[config.mk]
export PLATFORM = sky130hd
export DESIGN_NAME = mobilenet_layer_scheduler
export DESIGN_NICKNAME = d
export VERILOG_FILES = /design/src/rtl/mobilenet_layer_scheduler.sv
export SDC_FILE = /design/constraint.sdc
export NUM_CORES = 1
export LEC_CHECK = 0
export ABC_CLOCK_PERIOD_IN_PS = 3900
export BUFFER_PORTS_ARGS = -buffer_cell sky130_fd_sc_hd__buf_2
export CORE_UTILIZATION = 50
export DETAILED_ROUTE_END_ITERATION = 16
export MAX_ROUTING_LAYER = met4
export PLACE_DENSITY = 0.72
export SETUP_SLACK_MARGIN = 0.15
export SLEW_MARGIN = 0
export SYNTH_ARGS = -nofsm -noshare
export SYNTH_HDL_FRONTEND = slang
export SYNTH_SLANG_ARGS = --single-unit
[constraint.sdc]
create_clock -name CLK -period 3.9 [get_ports CLK]
set_input_delay 0 -clock CLK [delete_from_list [all_inputs] [get_ports CLK]]
set_output_delay 0 -clock CLK [all_outputs]
set_load 0.01 [all_outputs]
[src/rtl/mobilenet_layer_scheduler.sv]
// Layer sequencer: fetches each layer type, kicks its engine, waits with a watchdog.
// Optional per-layer cycle counter enabled by defining LAYER_PERF_CNT_EN.
module mobilenet_layer_scheduler #(
  parameter logic [5:0]  START_LAYER_ID = 6'd0,
  parameter logic [5:0]  MAX_LAYER_ID   = 6'd28,
  parameter logic [31:0] TIMEOUT_CYCLES = 32'd10_000_000
) (
  input  logic        CLK,
  input  logic        RESETn,
  input  logic        start,
  output logic [5:0]  cfg_layer_id,
  input  logic [2:0]  cfg_layer_type,
  output logic [4:0]  eng_start,
  input  logic [4:0]  eng_done,
  output logic        layer_start,
  output logic        layer_done,
  output logic [5:0]  current_layer,
  output logic [2:0]  fsm_state,
  output logic        done,
  output logic        error,
  output logic [31:0] perf_cycles
);

  typedef enum logic [2:0] {
    S_IDLE  = 3'd0,
    S_FETCH = 3'd1,
    S_ISSUE = 3'd2,
    S_WAIT  = 3'd3,
    S_NEXT  = 3'd4,
    S_DONE  = 3'd5,
    S_ERR   = 3'd6
  } state_e;

  state_e      state_q, state_d;
  logic [5:0]  layer_q, layer_d;
  logic [2:0]  type_q, type_d;
  logic [31:0] wdog_q, wdog_d;
  logic [4:0]  type_oh;
  logic        hit;

  assign type_oh = 5'd1 << type_q;
  assign hit     = |(eng_done & type_oh);

  always_comb begin
    state_d = state_q;
    layer_d = layer_q;
    type_d  = type_q;
    wdog_d  = wdog_q;
    unique case (state_q)
      S_IDLE, S_ERR: begin
        if (start) begin
          layer_d = START_LAYER_ID;
          state_d = S_FETCH;
        end
      end
      S_FETCH: begin
        type_d  = cfg_layer_type;
        state_d = (cfg_layer_type > 3'd4) ? S_ERR : S_ISSUE;
      end
      S_ISSUE: begin
        wdog_d  = '0;
        state_d = S_WAIT;
      end
      // A match on the last watchdog cycle still wins over the timeout.
      S_WAIT: begin
        if (hit) begin
          state_d = S_NEXT;
        end else if (wdog_q == TIMEOUT_CYCLES - 32'd1) begin
          state_d = S_ERR;
        end else begin
          wdog_d = wdog_q + 32'd1;
        end
      end
      S_NEXT: begin
        if (layer_q == MAX_LAYER_ID) begin
          state_d = S_DONE;
        end else begin
          layer_d = layer_q + 6'd1;
          state_d = S_FETCH;
        end
      end
      S_DONE:  state_d = S_IDLE;
      default: state_d = S_IDLE;
    endcase
  end

  always_ff @(posedge CLK or negedge RESETn) begin
    if (!RESETn) begin
      state_q <= S_IDLE;
      layer_q <= START_LAYER_ID;
      type_q  <= 3'd0;
      wdog_q  <= '0;
    end else begin
      state_q <= state_d;
      layer_q <= layer_d;
      type_q  <= type_d;
      wdog_q  <= wdog_d;
    end
  end

`ifdef LAYER_PERF_CNT_EN
  logic [31:0] perf_q;

  // Watchdog holds WAIT cycles before the match; add the match and ISSUE cycles.
  always_ff @(posedge CLK or negedge RESETn) begin
    if (!RESETn) begin
      perf_q <= '0;
    end else if (state_q == S_WAIT && hit) begin
      perf_q <= wdog_q + 32'd2;
    end
  end

  assign perf_cycles = perf_q;
`else
  assign perf_cycles = '0;
`endif

  assign cfg_layer_id  = layer_q;
  assign current_layer = layer_q;
  assign fsm_state     = state_q;
  assign eng_start     = (state_q == S_ISSUE) ? type_oh : 5'd0;
  assign layer_start   = (state_q == S_ISSUE);
  assign layer_done    = (state_q == S_NEXT);
  assign done          = (state_q == S_DONE);
  assign error         = (state_q == S_ERR);

endmodule
==> impl_metrics.csv, run 1 <==
group,metric,value,unit
synthesis,synth_top_area_share,35.87,%
synthesis,synth_cell_types,53,
sta,finalWorstSetupSlack,1.186,ns
synthesis,synth_seq_area_share,35.87,%
synthesis,synth.area.top_cells,"dfrtp_1 (36%), buf_4 (9.3%), mux2i_1 (4.2%)",
synthesis,synth_adder_area_share,1.223,%
place,place_congestion,0.9107,
detailed_routing,dr_total_vias,2766,
clocking,path_clk_slew,0.09,ns
place,dp_hpwl,4955,um
global_route,grt_pass1_wl,11980,um
die,fp.dieArea,6455,um^2
layout,nNetsFinal,393,
place,dp_slack,1.274,ns
sta,finClkSkew,0.008120,ns
synthesis,synth_top_family_by_area,"simple AND/OR/NAND/NOR gates",
die,initial_core_util,51.84,%
sta,fmax,368.4,MHz
clocking,cts_setup_buffers,0,
power,vdd_ir_drop_max,442.2,uV
detailed_routing,drt_iter0_markers,226,
synthesis,synth-compound-area-share,14.43,%
die,dieWidth,80.35,um
global_route,grt_overflow_total,0,
detailed_routing,wirelength,7254,um
synthesis,synth_mux_area_share,4.974,%
detailed_routing,wl_per_cell,15.94,um
layout,area_growth,5.870,%
setup_path,r2r_slack,1.19,ns
clocking,clock-sinks,44,
run_status,status,"complete, no violations",
synthesis,yosysWarnings,0,
sta,setup_violations,0,
clocking,cts.path.max_buffers,2,
sta,tightestPinTransition,0.9905,ns
place,place.port_buffers,34,
sta,fin_tns_setup,0,ns
setup_path,worstSetupPathType,"register to register",
synthesis,async_reset_ff_share,100.0,%
setup_path,path_max_fanout,25,
synthesis,yosys.area_share.simple,28.94,%
synthesis,syn_area_per_cell,8.621,um^2
die,num_rows,28,
setup_path,crit_chain,"nor4_1, nand4_1, or4_1, a21oi_1, a221o_1",
setup_path,slowest_delay,0.96,ns
setup_path,required,4.13,ns
global_route,use_met3,4.545,%
clocking,root_buffer,"clkbuf_8",
sta,slew_viol_final,0,
power,p_leak,0.001430,uW
detailed_routing,postRouteAntennaNets,0,
global_route,use_met2,38.39,%
setup_path,endpoint_kind,"register",
die,die_y,80.35,um
global_route,antenna_found_initial,0,
layout,final_cell_mix,"dfrtp_1 (44), buf_2 (34), conb_1 (32)",
clocking,cts_tree,"done",
synthesis,synth-edff-count,0,
sta,hold_violations,0,
synthesis,yosys.area.top_type,"dfrtp_1",
global_route,grt_pass1_vias,2531,
power,power_density,466.0,nW/um^2
detailed_routing,via_per_inst,6.079,
clocking,insertion_delay,0.30,ns
synthesis,ys_ff_latch,44,
clocking,cts_buffers,5,
layout,layout_commonest_cell,"dfrtp_1",
detailed_routing,drc,0,
setup_path,cp-start-kind,"register",
setup_path,cpMaxStageDelayCell,"or4_1",
synthesis,ys.flop_type,"dfrtp_1",
setup_path,rr_worst_depth,5,
setup_path,arrival,2.95,ns
min_path,hold_class,"input pin to asynchronous set/reset pin",
sta,relSlewSlack,33.97,%
synthesis,syn-instance-count,356,
die,coreArea,5921,um^2
detailed_routing,drt_first_pass_iters,6,
sta,fin_crit,2.714,ns
sta,finalCritPeriodShare,69.60,%
layout,drive_above_1_share,14.47,%
global_route,met1_usage,31.34,%
global_route,grt_max_degree,45,
die,top_level_ports,67,
run,cap_violations,0,
sta,rsz0062_at_grt,"false",
global_route,grt_use_total,24.39,%
global_route,top_usage_layer,"met2",
synthesis,synth-xor-area-share,1.141,%
clocking,htree_num_levels,2,
synthesis,syn_area,3069,um^2
layout,antenna_cells,0,
## cell families (layout without fill, tap and decap cells)
logic type	Yosys count	after routing
other	1	32
AND/OR/NAND/NOR	156	156
AO/OA/AOI/OAI	65	65
XOR/XNOR	4	4
adder cells (fa/ha/maj)	3	3
buffers and inverters	68	61
flip-flops	44	44
multiplexers	15	15
## sequential cells by signal, summed over array words and instances (netlist names)
| name | flops |
|---|---|
| wdog_q | 32 |
| cfg_layer_id | 6 |
| fsm_state | 3 |
| type_q | 3 |
## worst paths after layout
path,from,to
hold reg to reg,wdog_q[31],wdog_q[31]
hold / removal,RESETn,cfg_layer_id[3]
max in group asynchronous,RESETn,type_q[2]
setup reg to reg,wdog_q[8],wdog_q[7]
min in group CLK,cfg_layer_type[2],type_q[2]
setup / recovery,wdog_q[8],wdog_q[7]
## where the power goes
part	switching (uW)	internal, uW
registers	112	513
logic	366	222
clock network	156	145
## critical path: cells and delay by family (launching register included)
family / cells / cell delay (ns)
simple gates: 3 / 1.58
compound gates: 2 / 0.62
flops: 1 / 0.45
## Yosys cell counts, types with 3 or more instances
master    instances
dfrtp_1          44
buf_4            38
nand2_1          31
nand3_1          20
a31oi_1          19
nor4_1           16
mux2i_1          13
nand4_1          13
nor2_1           13
o21ai_0          12
clkbuf_1         10
inv_1            10
or3_1            10
and3_1            9
nor3_1            9
buf_2             8
nand2b_1          6
a21oi_1           5
and2_1            5
o211ai_1          4
o31ai_1           4
a211o_1           3
a41oi_1           3
and4_1            3
ha_1              3
o21a_1            3
or4_1             3
xnor2_1           3
## layer usage
layer | up-vias | wire length (um)
met5 | - | 0
met4 | 0 | 99
met3 | 13 | 477
met2 | 130 | 3452
met1 | 1324 | 3225
li1 | 1299 | -
## cell type report
type / instances / area (um^2)
well taps: 75 / 93.84
clock buffers: 8 / 90.09
fillers: 549 / 2671
repair buffers: 43 / 250.2
inverters: 10 / 37.54
multi-input cells: 275 / 1677
flip-flops and latches: 44 / 1101
## through the flow
step                      hold WS [ns]  total power (uW)  instances  instance area (um^2)  utilization, %
after global routing            0.5035              1622        455                  3249           54.88
after detailed placement        0.2245              1212        442                  3109           52.51
after CTS                       0.4475              1518        455                  3249           54.88
final                           0.4041              1514        455                  3249           54.88
after floorplan                -0.2956              1067        387                  3186               -
after global placement          0.2282              1203        442                  3109           52.51
## repair_timing
| action | CTS | global route |
|---|---|---|
| resized for setup | 0 | 0 |
| hold buffers | 5 | 0 |
| endpoints found under the hold margin | 48 | 0 |
Note: power is estimated with default switching activity, not from simulation.
==> inputs of run 2 (changes only) <==
Settings changed: ABC_CLOCK_PERIOD_IN_PS 3900 to 2300, PLACE_DENSITY 0.72 to 0.75.
Clock period 3.9 ns to 2.3 ns, I/O delays scaled along.
==> run 2 against run 1 <==
  * Count of clock-buffer cells in the layout decreased by 2
  * Global-route usage increased by 2.0 points
  * First-iteration DRC count decreased by 45%
  * Die area unchanged
  * Flip-flop and latch count unchanged
  * Power increased by 80%
  * Highest routed layer unchanged
==> impl_metrics.csv, run 2 (synthesis gave the netlist of run 1 again) <==
group,metric,value,unit
detailed_routing,wirelength,7917,um
power,power_density,745.0,nW/um^2
sta,fin_tns_setup,0,ns
setup_path,rr_worst_depth,6,
detailed_routing,drt_iter0_markers,125,
detailed_routing,via_per_inst,5.934,
layout,antenna_cells,0,
layout,area_growth,19.45,%
layout,fillers,534,
clocking,clock-sinks,44,
setup_path,reg2reg_from,"wdog_q[28]",
layout,drive_above_1_share,26.48,%
detailed_routing,drc,0,
sta,setup_violations,0,
global_route,grt_overflow_total,0,
layout,multiInputGateArea,1735,um^2
clocking,insertion_delay,0.30,ns
place,dp_hpwl,5382,um
clocking,cts_buffers,5,
place,dp_slack,0.08335,ns
setup_path,crit_path_start,"wdog_q[28]",
layout,largest-register,"wdog_q",
power,seqPwrFrac,36.9,%
sta,slew_viol_final,0,
place,place_congestion,0.9242,
setup_path,reg2reg_to,"wdog_q[18]",
power,p_sw,1136,uW
clocking,cts_tree,"done",
setup_path,arrival,2.29,ns
setup_path,path_max_fanout,16,
setup_path,endpoint_kind,"register",
detailed_routing,drt_first_pass_iters,5,
setup_path,endpoint,"wdog_q[18]",
power,p_clk_share,18.7,%
detailed_routing,dr_total_vias,2955,
global_route,grt_pass1_vias,2707,
layout,largest_register_ffs,32,
global_route,grt_use_total,26.39,%
clocking,cts.path.max_buffers,2,
global_route,antenna_found_initial,0,
die,initial_core_util,51.84,%
die,coreArea,5921,um^2
setup_path,required,2.52,ns
detailed_routing,wl_per_cell,15.90,um
power,sw_frac_of_total,41.59,%
setup_path,cp-start-kind,"register",
place,place.port_buffers,34,
sta,fmax,484.0,MHz
clocking,htree_num_levels,2,
layout,nNetsFinal,436,
die,num_rows,28,
sta,rsz0062_at_grt,"false",
run_status,status,"complete, no violations",
global_route,grt_max_degree,45,
clocking,path_clk_slew,0.08,ns
setup_path,worstSetupPathType,"register to register",
place,placed_area,3329,um^2
layout,layout_commonest_cell,"buf_4",
sta,tightestPinTransition,0.9869,ns
global_route,grt_pass1_wl,12680,um
die,fp.dieArea,6455,um^2
power,vdd_ir_drop_max,815.4,uV
die,die_y,80.35,um
die,top_level_ports,67,
clocking,root_buffer,"clkbuf_8",
place,dpl.cell_count,468,
detailed_routing,postRouteAntennaNets,0,
min_path,hold_class,"input pin to register",
sta,relSlewSlack,34.20,%
run,cap_violations,0,
setup_path,r2r_slack,0.23,ns
layout,final_cell_mix,"buf_4 (44), dfrtp_1 (41), buf_2 (34)",
layout,finish.instance_area,3666,um^2
die,dieWidth,80.35,um
layout,layout.cells.non_filler,498,
sta,finalCritPeriodShare,89.84,%
sta,finClkSkew,0.005800,ns
power,p_int,1595,uW
sta,fin_crit,2.066,ns
sta,hold_violations,0,
sta,finalWorstSetupSlack,0.2337,ns
power,p_comb_share,44.4,%
power,p_leak,0.001672,uW
power,fin_total_pwr,2731,uW
layout,register_area,1105,um^2
[run 2: how the worst min path moves through the flow]
stage / start / to / slack [ns] / cells after the start
2_1_floorplan: RESETn / cfg_layer_id[0] / -0.30 / 0
3_3_place_gp: RESETn / wdog_q[20] / 0.22 / 1
3_5_place_dp: RESETn / wdog_q[20] / 0.22 / 1
4_1_cts: eng_done[1] / fsm_state[1] / 0.37 / 6
5_1_grt: eng_done[1] / fsm_state[1] / 0.39 / 6
6_report: eng_done[1] / fsm_state[1] / 0.37 / 6
[run 2: metrics by stage]
step	hold slack, ns	util, %
CTS	0.3692	59.26
floorplan	-0.2956	-
global placement	0.2166	56.23
global route	0.3924	61.92
finish	0.3693	61.92
detailed placement	0.2165	56.23
[run 2: cell type report]
class	instances	share of cell area, %
timing repair buffer	86	16.42
inverter	10	1.024
tap	75	2.560
sequential	44	30.14
clock buffer	6	2.253
clock inverter	2	0.2730
multi-input combinational	275	47.34
[run 2: power by group through the flow]
stage	clock network (uW)	registers (uW)	logic, uW
2_1_floorplan	0	976	832
3_3_place_gp	0	1020	1120
3_5_place_dp	0	1020	1140
4_1_cts	519	1010	1150
5_1_grt	560	1030	1330
6_report	511	1010	1210
[run 2: metal layers]
layer | vias to the layer above | routed length [um] | GRT usage (%) | part of all wire [%]
li1 | 1384 | - | - | -
met1 | 1426 | 3391 | 31.81 | 43
met2 | 117 | 3871 | 43.22 | 49
met3 | 28 | 440 | 5.114 | 5.6
met4 | 0 | 214 | 10.71 | 2.7
met5 | - | 0 | - | 0
[run 2: critical path: stages, from the launching register on]
cell     delay [ns]
dfrtp_1        0.42
nor3_1         0.30
nand4_1        0.17
or4_4          0.56
buf_4          0.22
nand4_1        0.12
mux2i_1        0.19
[run 2: what timing repair did]
item	in CTS	in global routing
resized for setup	4	11
endpoints found under the hold margin	48	0
buffers inserted	2	15
setup endpoints to repair	16	21
pin swaps	2	9
hold buffers	5	0
==> inputs of run 3 (changes only) <==
Settings changed: REMOVE_ABC_BUFFERS set to 1.
==> run 3 against run 2 <==
  * First-iteration DRC count grew 19%
  * Register-to-register slack got worse by 0.04 ns
  * Via count increased by 0.64%
  * Clock power up 1%
  * Critical path depth grew 1
  * Flip-flop and latch count unchanged
  * Die area is the same
  * Sequential share of layout area shrank 0.43 points
  * Core utilization up 0.76 points
  * Worst hold slack better by 0.031 ns
  * Power grew 0.72%
==> impl_metrics.csv, run 3 (synthesis gave the netlist of run 1 again) <==
group,metric,value,unit
run_status,status,"complete, no violations",
setup_path,r2r_slack,0.20,ns
detailed_routing,drt_first_pass_iters,5,
detailed_routing,wl_per_cell,16.09,um
detailed_routing,wirelength,8091,um
die,fp.dieArea,6455,um^2
layout,layout.cells.non_filler,503,
layout,drive_above_1_share,27.80,%
clocking,cts_tree,"done",
layout,layout_commonest_cell,"buf_4",
layout,largest_register_ffs,32,
sta,rsz0062_at_grt,"true",
sta,setup_violations,0,
sta,finalCritPeriodShare,91.44,%
global_route,antenna_found_initial,0,
sta,relSlewSlack,33.56,%
clocking,htree_num_levels,2,
power,p_leak,0.001702,uW
sta,worst_hold_slack,0.4003,ns
global_route,grt_overflow_total,0,
run,cap_violations,0,
layout,area_growth,20.91,%
detailed_routing,via_per_inst,5.913,
layout,fillers,499,
sta,finClkSkew,0.009447,ns
sta,hold_violations,0,
layout,final_cell_mix,"buf_4 (44), dfrtp_1 (43), buf_2 (36)",
setup_path,reg2reg_from,"wdog_q[8]",
layout,antenna_cells,0,
setup_path,required,2.48,ns
place,dpl.cell_count,471,
place,place.port_buffers,34,
sta,finalWorstSetupSlack,0.1968,ns
setup_path,rr_worst_depth,7,
layout,largest-register,"wdog_q",
sta,fin_crit,2.103,ns
clocking,root_buffer,"clkbuf_8",
die,dieWidth,80.35,um
clocking,path_clk_slew,0.09,ns
detailed_routing,dr_total_vias,2974,
sta,slew_viol_final,0,
setup_path,path_max_fanout,10,
clocking,clock-sinks,44,
sta,fmax,475.5,MHz
setup_path,arrival,2.29,ns
detailed_routing,drt_iter0_markers,149,
place,dp_hpwl,5451,um
setup_path,cp-start-kind,"register",
sta,tightestPinTransition,0.9965,ns
die,initial_core_util,51.84,%
clocking,insertion_delay,0.30,ns
die,top_level_ports,67,
power,fin_total_pwr,2751,uW
place,place_congestion,0.9525,
place,dp_slack,0.07681,ns
global_route,grt_pass1_wl,12470,um
die,num_rows,28,
setup_path,endpoint_kind,"register",
global_route,grt_max_degree,45,
layout,nNetsFinal,441,
die,coreArea,5921,um^2
clocking,cts.path.max_buffers,2,
detailed_routing,postRouteAntennaNets,0,
setup_path,reg2reg_to,"wdog_q[21]",
detailed_routing,drc,0,
power,vdd_ir_drop_max,675.8,uV
global_route,grt_pass1_vias,2681,
power,power_density,741.3,nW/um^2
setup_path,crit_path_start,"wdog_q[8]",
global_route,grt_use_total,25.44,%
setup_path,worstSetupPathType,"register to register",
clocking,cts_buffers,5,
die,die_y,80.35,um
min_path,hold_class,"input pin to asynchronous set/reset pin",
layout,fin_util,62.68,%
-- run 3: cell types whose count changed in the layout (fill, tap and decap cells not counted), sizes merged --
cell  previous run  this run
buf             81        86
-- run 3: per-stage QoR --
stage / area [um^2] / TNS [ns]
global placement: 3327 / 0
floorplan: 2815 / -3.508
CTS: 3508 / 0
finish: 3711 / 0
global route: 3711 / 0
detailed placement: 3327 / 0
-- run 3: worst max-delay path, stage by stage, from the launching register on --
cell and delay, ns:
dfrtp_1 0.38, buf_4 0.14, nor4_4 0.25, nand4_1 0.16, or4_4 0.56, buf_4 0.21
a31oi_1 0.22, a31oi_2 0.06
-- run 3: final cells by class --
class,count,area [um^2],share of cell area (%)
Multi-Input combinational cell,275,1757,47.34
Sequential cell,44,1102,29.70
Timing Repair Buffer,91,628.1,16.93
Tap cell,75,93.84,2.529
Clock buffer,6,82.58,2.225
Inverter,10,37.54,1.011
Clock inverter,2,10.01,0.2697
-- run 3: metal layers --
metal  wire (um)  part of all wire (%)  track usage [%]  up-vias
met5           0                     0                -        -
met4         179                   2.2            8.393        0
met3         437                   5.4            3.409       25
met2        3906                    48            41.02      134
met1        3567                    44            32.98     1419
li1            -                     -                -     1396
-- run 3: timing repair --
action	in CTS	in global routing
endpoints found under the hold margin	48	0
resized for setup	3	23
setup buffers	3	14
cloned	0	2
pin swaps	1	8
endpoints found under the setup margin	18	24
hold buffers	5	0
-- run 3: power breakdown --
part | internal [uW] | switching (uW) | total [uW]
clock | 240 | 276 | 516
sequential | 871 | 156 | 1030
combinational | 486 | 722 | 1210
-- run 3: how the worst max path moves through the flow --
| stage | slack [ns] | end |
|---|---|---|
| 2_1_floorplan | -0.25 | wdog_q[19] |
| 3_3_place_gp | 0.14 | wdog_q[29] |
| 3_5_place_dp | 0.08 | wdog_q[23] |
| 4_1_cts | 0.12 | wdog_q[29] |
| 5_1_grt | 0.08 | wdog_q[21] |
| 6_report | 0.20 | wdog_q[21] |
